[src/rtl/hub75_pkg.sv]
// Shared definitions for the HUB75 scan-out block: FSM states, colour field
// offsets, plane-bit selection and the gamma table used under HUB75_GAMMA_EN.
package hub75_pkg;

  typedef enum logic [1:0] {
    ST_PREFETCH,
    ST_SHIFT,
    ST_LATCH,
    ST_DISPLAY
  } scan_state_e;

  localparam int R_OFS   = 8;
  localparam int G_OFS   = 4;
  localparam int B_OFS   = 0;
  localparam int CH_W    = 4;
  localparam int PLANE_W = 2;

  // Entry i sits at bits [4*i +: 4]; the literal lists entries 15 down to 0.
  localparam logic [63:0] GAMMA_LUT = {
    4'd15, 4'd12, 4'd10, 4'd8, 4'd6, 4'd5, 4'd4, 4'd3,
    4'd2,  4'd2,  4'd1,  4'd1, 4'd1, 4'd0, 4'd0, 4'd0
  };

  function automatic logic [CH_W-1:0] gamma_map(input logic [CH_W-1:0] ch);
    return GAMMA_LUT[{ch, 2'b00} +: CH_W];
  endfunction

  // Returns {R,G,B} bits of one bit plane from a 12-bit pixel.
  function automatic logic [2:0] plane_rgb(input logic [11:0] pix,
                                           input logic [PLANE_W-1:0] plane);
    logic [CH_W-1:0] r;
    logic [CH_W-1:0] g;
    logic [CH_W-1:0] b;
    r = pix[R_OFS +: CH_W];
    g = pix[G_OFS +: CH_W];
    b = pix[B_OFS +: CH_W];
    return {r[plane], g[plane], b[plane]};
  endfunction

endpackage

[src/rtl/hub75_gamma_lut.sv]
// Per-channel gamma mapping of a 12-bit {R,G,B} pixel; only built when
// HUB75_GAMMA_EN is defined, otherwise the scan path is linear.
`ifdef HUB75_GAMMA_EN
module hub75_gamma_lut
  import hub75_pkg::*;
(
  input  logic [11:0] pix_i,
  output logic [11:0] pix_o
);

  assign pix_o[R_OFS +: CH_W] = gamma_map(pix_i[R_OFS +: CH_W]);
  assign pix_o[G_OFS +: CH_W] = gamma_map(pix_i[G_OFS +: CH_W]);
  assign pix_o[B_OFS +: CH_W] = gamma_map(pix_i[B_OFS +: CH_W]);

endmodule
`endif

[src/rtl/hub75_scan.sv]
// HUB75 scan-out: reads both half-frame memories and drives a 64x64 panel with
// binary-code-modulated colour. HUB75_GAMMA_EN inserts a gamma LUT on read data.
module hub75_scan
  import hub75_pkg::*;
#(
  parameter int NUM_COLS   = 64,
  parameter int HALF_ROWS  = 32,
  parameter int BIT_DEPTH  = 4,
  parameter int BASE_DELAY = 64
) (
  input  logic        clk,
  input  logic        reset,
  output logic [10:0] rd_addr,
  output logic        rd_en,
  input  logic [11:0] rdata0,
  input  logic [11:0] rdata1,
  output logic        r0,
  output logic        g0,
  output logic        b0,
  output logic        r1,
  output logic        g1,
  output logic        b1,
  output logic        panel_clk,
  output logic        lat,
  output logic        oe_n,
  output logic [4:0]  row_sel,
  output logic        frame_done
);

  localparam int                 DLY_W      = $clog2((BASE_DELAY << (BIT_DEPTH - 1)) + 1);
  localparam logic [5:0]         COL_LAST   = 6'(NUM_COLS - 1);
  localparam logic [4:0]         ROW_LAST   = 5'(HALF_ROWS - 1);
  localparam logic [PLANE_W-1:0] PLANE_LAST = PLANE_W'(BIT_DEPTH - 1);

  scan_state_e        state_q, state_d;
  logic [4:0]         row_q, row_d;
  logic [5:0]         col_q, col_d;
  logic [PLANE_W-1:0] plane_q, plane_d;
  logic               phase_q, phase_d;
  logic [DLY_W-1:0]   dly_q, dly_d;
  logic [10:0]        rd_addr_q, rd_addr_d;
  logic               rd_en_q, rd_en_d;
  logic [5:0]         rgb_q, rgb_d;
  logic               panel_clk_q, panel_clk_d;
  logic               lat_q, lat_d;
  logic               oe_n_q, oe_n_d;
  logic [4:0]         row_sel_q, row_sel_d;
  logic               frame_done_q, frame_done_d;
  logic [11:0]        pix0, pix1;

`ifdef HUB75_GAMMA_EN
  hub75_gamma_lut u_gamma0 (.pix_i(rdata0), .pix_o(pix0));
  hub75_gamma_lut u_gamma1 (.pix_i(rdata1), .pix_o(pix1));
`else
  assign pix0 = rdata0;
  assign pix1 = rdata1;
`endif

  // NOTE: non-blocking assignments make every flop sample pre-edge values,
  // so the order of these statements cannot change behaviour.
  always_ff @(posedge clk) begin
    if (reset) begin
      state_q      <= ST_PREFETCH;
      row_q        <= '0;
      col_q        <= '0;
      plane_q      <= '0;
      phase_q      <= 1'b0;
      dly_q        <= '0;
      rd_addr_q    <= '0;
      rd_en_q      <= 1'b0;
      rgb_q        <= '0;
      panel_clk_q  <= 1'b0;
      lat_q        <= 1'b0;
      oe_n_q       <= 1'b1;
      row_sel_q    <= '0;
      frame_done_q <= 1'b0;
    end else begin
      state_q      <= state_d;
      row_q        <= row_d;
      col_q        <= col_d;
      plane_q      <= plane_d;
      phase_q      <= phase_d;
      dly_q        <= dly_d;
      rd_addr_q    <= rd_addr_d;
      rd_en_q      <= rd_en_d;
      rgb_q        <= rgb_d;
      panel_clk_q  <= panel_clk_d;
      lat_q        <= lat_d;
      oe_n_q       <= oe_n_d;
      row_sel_q    <= row_sel_d;
      frame_done_q <= frame_done_d;
    end
  end

  // NOTE: every signal gets a default before the case so no path leaves one
  // unassigned, which would otherwise infer a latch.
  always_comb begin
    state_d      = state_q;
    row_d        = row_q;
    col_d        = col_q;
    plane_d      = plane_q;
    phase_d      = phase_q;
    dly_d        = dly_q;
    rd_addr_d    = rd_addr_q;
    rd_en_d      = 1'b0;
    rgb_d        = rgb_q;
    panel_clk_d  = panel_clk_q;
    lat_d        = lat_q;
    oe_n_d       = oe_n_q;
    row_sel_d    = row_sel_q;
    frame_done_d = 1'b0;

    case (state_q)
      ST_PREFETCH: begin
        rd_addr_d = {row_q, 6'd0};
        rd_en_d   = 1'b1;
        col_d     = '0;
        phase_d   = 1'b0;
        state_d   = ST_SHIFT;
      end
      ST_SHIFT: begin
        if (!phase_q) begin
          rgb_d       = {plane_rgb(pix0, plane_q), plane_rgb(pix1, plane_q)};
          panel_clk_d = 1'b0;
          // Fetch the next column now; its data is held by the time it is captured.
          if (col_q != COL_LAST) begin
            rd_addr_d = {row_q, col_q + 6'd1};
            rd_en_d   = 1'b1;
          end
          phase_d = 1'b1;
        end else begin
          panel_clk_d = 1'b1;
          phase_d     = 1'b0;
          if (col_q == COL_LAST) begin
            state_d = ST_LATCH;
          end else begin
            col_d = col_q + 6'd1;
          end
        end
      end
      ST_LATCH: begin
        if (!phase_q) begin
          panel_clk_d = 1'b0;
          lat_d       = 1'b1;
          row_sel_d   = row_q;
          phase_d     = 1'b1;
        end else begin
          lat_d   = 1'b0;
          oe_n_d  = 1'b0;
          dly_d   = DLY_W'((BASE_DELAY << plane_q) - 1);
          phase_d = 1'b0;
          state_d = ST_DISPLAY;
        end
      end
      ST_DISPLAY: begin
        if (dly_q == '0) begin
          oe_n_d  = 1'b1;
          state_d = ST_PREFETCH;
          if (plane_q == PLANE_LAST) begin
            plane_d      = '0;
            row_d        = (row_q == ROW_LAST) ? 5'd0 : row_q + 5'd1;
            frame_done_d = (row_q == ROW_LAST);
          end else begin
            plane_d = plane_q + 1'b1;
          end
        end else begin
          dly_d = dly_q - 1'b1;
        end
      end
      default: state_d = ST_PREFETCH;
    endcase
  end

  assign rd_addr                    = rd_addr_q;
  assign rd_en                      = rd_en_q;
  assign {r0, g0, b0, r1, g1, b1}   = rgb_q;
  assign panel_clk                  = panel_clk_q;
  assign lat                        = lat_q;
  assign oe_n                       = oe_n_q;
  assign row_sel                    = row_sel_q;
  assign frame_done                 = frame_done_q;

endmodule
[config.mk]
export PLATFORM = sky130hd
export DESIGN_NAME = hub75_scan
export DESIGN_NICKNAME = d
export VERILOG_FILES = /design/src/rtl/hub75_pkg.sv /design/src/rtl/hub75_gamma_lut.sv /design/src/rtl/hub75_scan.sv
export SDC_FILE = /design/constraint.sdc
export NUM_CORES = 1
export LEC_CHECK = 0
export CORE_ASPECT_RATIO = 1.1
export CORE_MARGIN = 3
export CORE_UTILIZATION = 56
export DETAILED_ROUTE_END_ITERATION = 6
export PLACE_DENSITY = 0.85
export SYNTH_ARGS = -nofsm -noshare
export SYNTH_HDL_FRONTEND = slang
export SYNTH_SLANG_ARGS = --single-unit
export TNS_END_PERCENT = 10
[constraint.sdc]
create_clock -name clk -period 3.5 [get_ports clk]
set_clock_uncertainty 0.1 [all_clocks]
set_input_delay 0.7 -clock clk [delete_from_list [all_inputs] [get_ports clk]]
set_output_delay 0.7 -clock clk [all_outputs]
set_load 0.005 [all_outputs]
==> flow_metrics.py, run 1 <==
metrics = {
    "outcome": {
        "status": "finished clean",
    },
    "clock_tree": {
        "clockBufferDepth": 2,
        "cts_made_buffers": 5,
        "post_cts_buffers": 0,
        "clk_pin_slew_worst_paths_ns": 0.09,
        "cts-root-buf": "clkbuf_8",
        "post_cts_resized": 0,
        "cts_hold_buf": 0,
        "cts_tree": "built",
        "insertion_delay_ns": 0.31,
        "clock-sinks": 53,
        "htreeDepth": 2,
    },
    "setup_path": {
        "cp_slowest_cell": "or4_1",
        "critPathKind": "reg -> reg",
        "crit_fanout": 12,
        "worst-path-buf-inv": 1,
        "crit_chain": "inv_1 -> ha_1 -> nor4b_4 -> nand4_1 -> or4_1 -> a21oi_1",
        "max_stage_delay_ns": 0.61,
        "arrival_ns": 2.68,
        "cp-end-kind": "flop",
        "cp_data_required_time_ns": 3.64,
        "cp-start-kind": "flop",
        "critPathTopFamily": "simple AND/OR/NAND/NOR gates",
    },
    "power": {
        "p_int_mw": 1.18,
        "clockPowerShare_pct": 17.0,
        "leakagePower_nw": 1.18,
        "seqPwrFrac_pct": 38.4,
        "fin_total_pwr_mw": 2.01,
        "p_per_area_nw_per_um2": 595,
        "comb_power_share_pct": 44.6,
        "peakVddDrop_v": 0.000286,
        "p_sw_share_pct": 41.0,
        "switching_power_mw": 0.822,
    },
    "detailed_routing": {
        "drc": 0,
        "num_vias": 2568,
        "dr.first_iter.drc_count": 199,
        "dr.pass1.iters": 4,
        "drt_wl_total_um": 6700,
        "viasPerCell": 6.06,
        "antenna_left": 0,
        "post_drt_wl_per_cell_um": 15.8,
    },
    "floorplan": {
        "initial_core_util_pct": 58.6,
        "die_width_um": 73,
        "design.core.area_um2": 4720,
        "pin_count": 53,
        "die_y_um": 79.7,
        "design.die.area_um2": 5820,
        "rows": 26,
    },
    "global_routing": {
        "grt_use_total_pct": 24.3,
        "antenna_found_initial": 0,
        "grt_pass1_vias": 2528,
        "grt_overflow_total": 0,
        "grt_max_degree": 20,
        "grt_pass1_wl_um": 11400,
    },
    "place": {
        "dpl.hpwl_um": 4800,
        "routabilityCongestion": 0.891,
        "io_buffers": 52,
    },
    "synthesis": {
        "ys_async_sr_fraction_pct": 0,
        "synth_flop_cell": "dfxtp_1",
        "ys_types": 49,
        "syn_area_um2": 2770,
        "synth-edff-count": 0,
        "netlist_top_cells_area": "dfxtp_1 (38%), a21oi_1 (7.1%), nand2_1 (6.1%)",
        "syn_inst": 328,
        "synth-warning-count": 0,
        "synth.largest_area_cell": "dfxtp_1",
        "synth_top_area_share_pct": 38.4,
        "synth_fp_nets": 366,
        "synth.ff_latch_count": 53,
        "ys_seq_area_share_pct": 38.4,
        "avgSynthCellArea_um2": 8.43,
    },
    "sta": {
        "final-hold-violation-count": 0,
        "fmax_ghz": 0.394,
        "final-setup-viol-count": 0,
        "fin_setup_tns_ns": 0,
        "post-route-min-period_ns": 2.54,
        "worst_pin_slew_ns": 0.669,
        "period_share_pct": 72.4,
        "max-slew-margin-rel_pct": 55.4,
        "rsz0062_at_grt": "false",
        "slew_viol_final": 0,
    },
    "cells_and_area": {
        "fin_util_pct": 71.5,
        "drive_above_1_share_pct": 6.79,
        "nets": 405,
        "area_delta_synth_final_pct": 21.9,
        "diodes": 0,
    },
    "hold_path": {
        "hold_class": "reg -> reg",
    },
    "flow_run": {
        "drv_cap": 0,
    },
}
## synth_stat cells (2+ instances only)
| cell type | n |
|---|---|
| a2111oi_0 | 2 |
| a21o_1 | 2 |
| a21oi_1 | 39 |
| a221oi_1 | 2 |
| a311oi_1 | 2 |
| a31oi_1 | 5 |
| and3_1 | 2 |
| and4_1 | 4 |
| clkbuf_1 | 22 |
| dfxtp_1 | 53 |
| ha_1 | 12 |
| inv_1 | 12 |
| mux2i_1 | 9 |
| mux4_2 | 6 |
| nand2_1 | 45 |
| nand2b_1 | 4 |
| nand3_1 | 25 |
| nand4_1 | 5 |
| nor2_1 | 18 |
| nor2b_1 | 2 |
| nor3_1 | 3 |
| o211ai_1 | 2 |
| o21ai_0 | 19 |
| o22ai_1 | 2 |
| or4_1 | 4 |
| xnor2_1 | 4 |
## layer usage
metal	up-vias	wire [um]	track usage (%)	share of wire [%]
li1	1259	-	-	-
met1	1193	2810	31.4	42
met2	101	3350	39.0	50
met3	15	408	5.29	6.1
met4	0	129	9.78	1.9
met5	-	0	0	0
## power groups by stage
stage	combinational [mW]	clock [mW]	sequential, mW
after detailed placement	0.881	0	0.783
after CTS	0.886	0.344	0.767
after global routing	0.977	0.369	0.784
after global placement	0.855	0	0.778
final	0.894	0.342	0.769
after floorplan	0.677	0	0.743
## per-stage QoR
stage               setup slack, ns  area (um^2)  std cells  hold slack, ns
floorplan                      1.52         2770        328           0.353
finish                        0.964         3370        424           0.359
CTS                            1.01         3370        424           0.361
detailed placement             1.03         3290        416           0.351
global route                  0.742         3370        424           0.388
global placement               1.14         3290        416           0.343
## state kept, by name (all words and copies together) (netlist names)
name        flops
state_q         2
lat             1
phase_q         1
rgb_q           6
rd_addr        11
dly_q          10
panel_clk       1
row_sel         5
plane_q         2
col_q           6
oe_n            1
frame_done      1
rd_en           1
row_q           5
## kinds of logic (layout without fill, tap and decap cells)
kind of cell,count (synthesis),count (layout),synth area share (%)
AND/OR/NAND/NOR,121,121,22.7
AO/OA/AOI/OAI,87,87,18.9
flip-flops,53,53,38.4
buffers and inverters,35,75,4.75
multiplexers,16,16,8.55
adder cells (fa/ha/maj),12,12,5.43
XOR/XNOR,4,4,1.27
## area by class of cell
type | instances | area, um^2
inverters | 13 | 48.8
clock inverters | 2 | 10.0
clock buffers | 6 | 72.6
repair buffers | 54 | 536
fillers | 345 | 1350
multi-input cells | 240 | 1570
well taps | 56 | 70.1
flip-flops and latches | 53 | 1060
## path summary, 6_finish.rpt
check / startpoint / endpoint / slack [ns] / cells past startpoint
setup reg to reg: dly_q[0] / row_q[2] / 0.96 / 6
hold / removal: row_sel[3] / row_sel[3] / 0.36 / 2
hold reg to reg: row_sel[3] / row_sel[3] / 0.36 / 2
setup / recovery: dly_q[0] / row_q[2] / 0.96 / 6
## worst reg2reg max path, delay by kind of cell (launching register included)
family | cells | cell delay [ns]
AO/OA/AOI/OAI | 1 | 0.15
adder cells (fa/ha/maj) | 1 | 0.22
buffers and inverters | 1 | 0.09
flip-flops | 1 | 0.35
AND/OR/NAND/NOR | 3 | 1.57
## layout by cell type, fill, tap and decap left out, drive strengths merged, types with 3 or more instances in the layout
cell type / n
xnor2: 4
nand3: 26
o21ai: 19
nand4: 5
dfxtp: 53
mux2i: 9
a31oi: 5
or4: 5
nand2b: 4
nand2: 45
a221oi: 3
clkbuf: 6
nor3: 3
clkinv: 3
clkdlybuf4s50: 52
and4: 4
a21oi: 40
inv: 12
ha: 12
nor2: 18
mux4: 6
Power figures use the tool's default switching activity.
==> inputs of run 2 (changes only) <==
--- a/config.mk
+++ b/config.mk
@@ -7,9 +7,9 @@
 export LEC_CHECK = 0
 export CORE_ASPECT_RATIO = 1.1
 export CORE_MARGIN = 3
-export CORE_UTILIZATION = 56
+export CORE_UTILIZATION = 52
 export DETAILED_ROUTE_END_ITERATION = 6
-export PLACE_DENSITY = 0.85
+export PLACE_DENSITY = 0.8
 export SYNTH_ARGS = -nofsm -noshare
 export SYNTH_HDL_FRONTEND = slang
 export SYNTH_SLANG_ARGS = --single-unit
==> constraint.sdc (replaced) <==
create_clock -name clk -period 2.4 [get_ports clk]
set_clock_uncertainty 0.1 [all_clocks]
set_input_delay 0.48 -clock clk [delete_from_list [all_inputs] [get_ports clk]]
set_output_delay 0.48 -clock clk [all_outputs]
set_load 0.005 [all_outputs]
==> run 2 against run 1 <==
  * Count of clock-buffer cells in the layout decreased by 1
  * Register-to-register slack got worse by 0.76 ns
  * Die area increased by 7.1%
  * Critical path type unchanged
  * Largest cell class unchanged
  * Largest power group unchanged
  * Highest routed layer unchanged
==> flow_metrics.py, run 2 (same netlist as run 1, synthesis figures left out) <==
metrics = {
    "setup_path": {
        "arrival_ns": 2.26,
        "crit_chain": "inv_1 -> ha_1 -> mux2_2 -> nand3_1 -> o21ai_0 -> a2111oi_0",
        "cp_slowest_cell": "mux2_2",
        "cp_data_required_time_ns": 2.47,
        "cp-end-kind": "flop",
        "critPathKind": "reg -> reg",
        "max_stage_delay_ns": 0.50,
        "worst-path-buf-inv": 1,
        "critPathTopFamily": "multiplexers",
        "crit_fanout": 14,
        "reg2reg_setup_slack_ns": 0.21,
        "cp-start-kind": "flop",
    },
    "power": {
        "clockPowerShare_pct": 15.8,
        "switching_power_mw": 1.20,
        "p_sw_share_pct": 40.4,
        "seqPwrFrac_pct": 36.8,
        "p_int_mw": 1.78,
        "leakagePower_nw": 1.22,
        "peakVddDrop_v": 0.000429,
        "comb_power_share_pct": 47.4,
        "p_per_area_nw_per_um2": 869,
    },
    "place": {
        "pre_cts_ws_ns": 0.233,
        "io_buffers": 52,
        "routabilityCongestion": 0.930,
        "dpl.hpwl_um": 4980,
    },
    "clock_tree": {
        "clock-sinks": 53,
        "cts_tree": "built",
        "clockBufferDepth": 2,
        "cts-root-buf": "clkbuf_8",
        "htreeDepth": 2,
        "clk_pin_slew_worst_paths_ns": 0.09,
        "cts_hold_buf": 0,
        "insertion_delay_ns": 0.31,
        "post_cts_buffers": 0,
        "cts_made_buffers": 5,
        "post_cts_resized": 0,
    },
    "sta": {
        "rsz0062_at_grt": "false",
        "fin_setup_tns_ns": 0,
        "slew_viol_final": 0,
        "fmax_ghz": 0.456,
        "post-route-min-period_ns": 2.19,
        "final-setup-viol-count": 0,
        "max-slew-margin-rel_pct": 63.9,
        "period_share_pct": 91.4,
        "worst_pin_slew_ns": 0.540,
        "setup_ws_ns": 0.206,
        "final-hold-violation-count": 0,
    },
    "floorplan": {
        "design.core.area_um2": 5070,
        "die_width_um": 75.5,
        "design.die.area_um2": 6230,
        "pin_count": 53,
        "rows": 27,
        "initial_core_util_pct": 54.6,
        "die_y_um": 82.5,
    },
    "detailed_routing": {
        "dr.pass1.iters": 5,
        "antenna_left": 0,
        "viasPerCell": 6.06,
        "num_vias": 2625,
        "drt_wl_total_um": 6760,
        "dr.first_iter.drc_count": 175,
        "drc": 0,
        "post_drt_wl_per_cell_um": 15.6,
    },
    "cells_and_area": {
        "drive_above_1_share_pct": 8.80,
        "final_cell_mix": "dfxtp_1 (53), clkdlybuf4s50_1 (52), nand2_1 (45)",
        "largest_reg_flops": 11,
        "area_delta_synth_final_pct": 24.1,
        "final_common_cell": "dfxtp_1",
        "diodes": 0,
        "nets": 414,
    },
    "outcome": {
        "status": "finished clean",
    },
    "global_routing": {
        "grt_pass1_vias": 2505,
        "grt_overflow_total": 0,
        "grt_pass1_wl_um": 11400,
        "grt_use_total_pct": 23.0,
        "antenna_found_initial": 0,
        "grt_max_degree": 26,
    },
    "flow_run": {
        "drv_cap": 0,
    },
    "hold_path": {
        "hold_class": "reg -> reg",
    },
}
## run 2: cell types whose count changed in the layout (fill, tap and decap cells not counted)
cell      change
clkbuf_1      -1
buf_4         +9
clkinv_2      -1
## run 2: metrics by stage
step	cells	power (mW)	cell area (um^2)	hold WS [ns]	util (%)
floorplan	328	2.07	2770	0.353	-
global route	433	3.18	3430	0.380	67.7
CTS	433	2.98	3430	0.362	67.7
global placement	427	2.47	3360	0.342	66.3
finish	433	2.98	3430	0.363	67.7
detailed placement	427	2.51	3360	0.350	66.3
## run 2: power groups by stage
stage,registers (mW),logic [mW],clock network [mW]
3_3_place_gp,1.11,1.36,0
6_report,1.10,1.41,0.471
5_1_grt,1.12,1.55,0.515
3_5_place_dp,1.12,1.39,0
2_1_floorplan,1.08,0.988,0
4_1_cts,1.10,1.40,0.481
## run 2: worst min-delay path, cell delays in order (launching register included)
cell and delay, ns:
dfxtp_1 0.32, nand2_1 0.05, a21oi_1 0.05
## run 2: metal layers
metal / vias to the layer above / GRT usage (%) / wire (um)
met1: 1244 / 30.4 / 2890
met5: - / 0 / 0
met2: 97 / 38.5 / 3380
li1: 1277 / - / -
met4: 0 / 4.37 / 76
met3: 7 / 5.08 / 418
## run 2: layout make-up
class | instances | area (um^2)
fillers | 418 | 1640
multi-input cells | 240 | 1570
flip-flops and latches | 53 | 1060
repair buffers | 63 | 603
well taps | 58 | 72.6
clock buffers | 5 | 68.8
inverters | 13 | 48.8
clock inverters | 1 | 5.00
## run 2: final timing paths
path	from	end	cells after the start
max	state_q[0]	dly_q[6]	6
min	row_sel[2]	row_sel[2]	2
max reg2reg	state_q[0]	dly_q[6]	6
min reg2reg	row_sel[2]	row_sel[2]	2
==> inputs of run 3 (changes only) <==
==> constraint.sdc (replaced) <==
create_clock -name clk -period 2.4 [get_ports clk]
set_clock_uncertainty 0.1 [all_clocks]
set_input_delay 0.48 -clock clk [delete_from_list [all_inputs] [get_ports clk]]
set_output_delay 0.48 -clock clk [all_outputs]
set_load 0.02 [all_outputs]
==> results of run 3 <==
Same layout as run 2 (identical final DEF). Status: finished clean.
Main changes from that run: total power 2.98 mW -> 3.03 mW
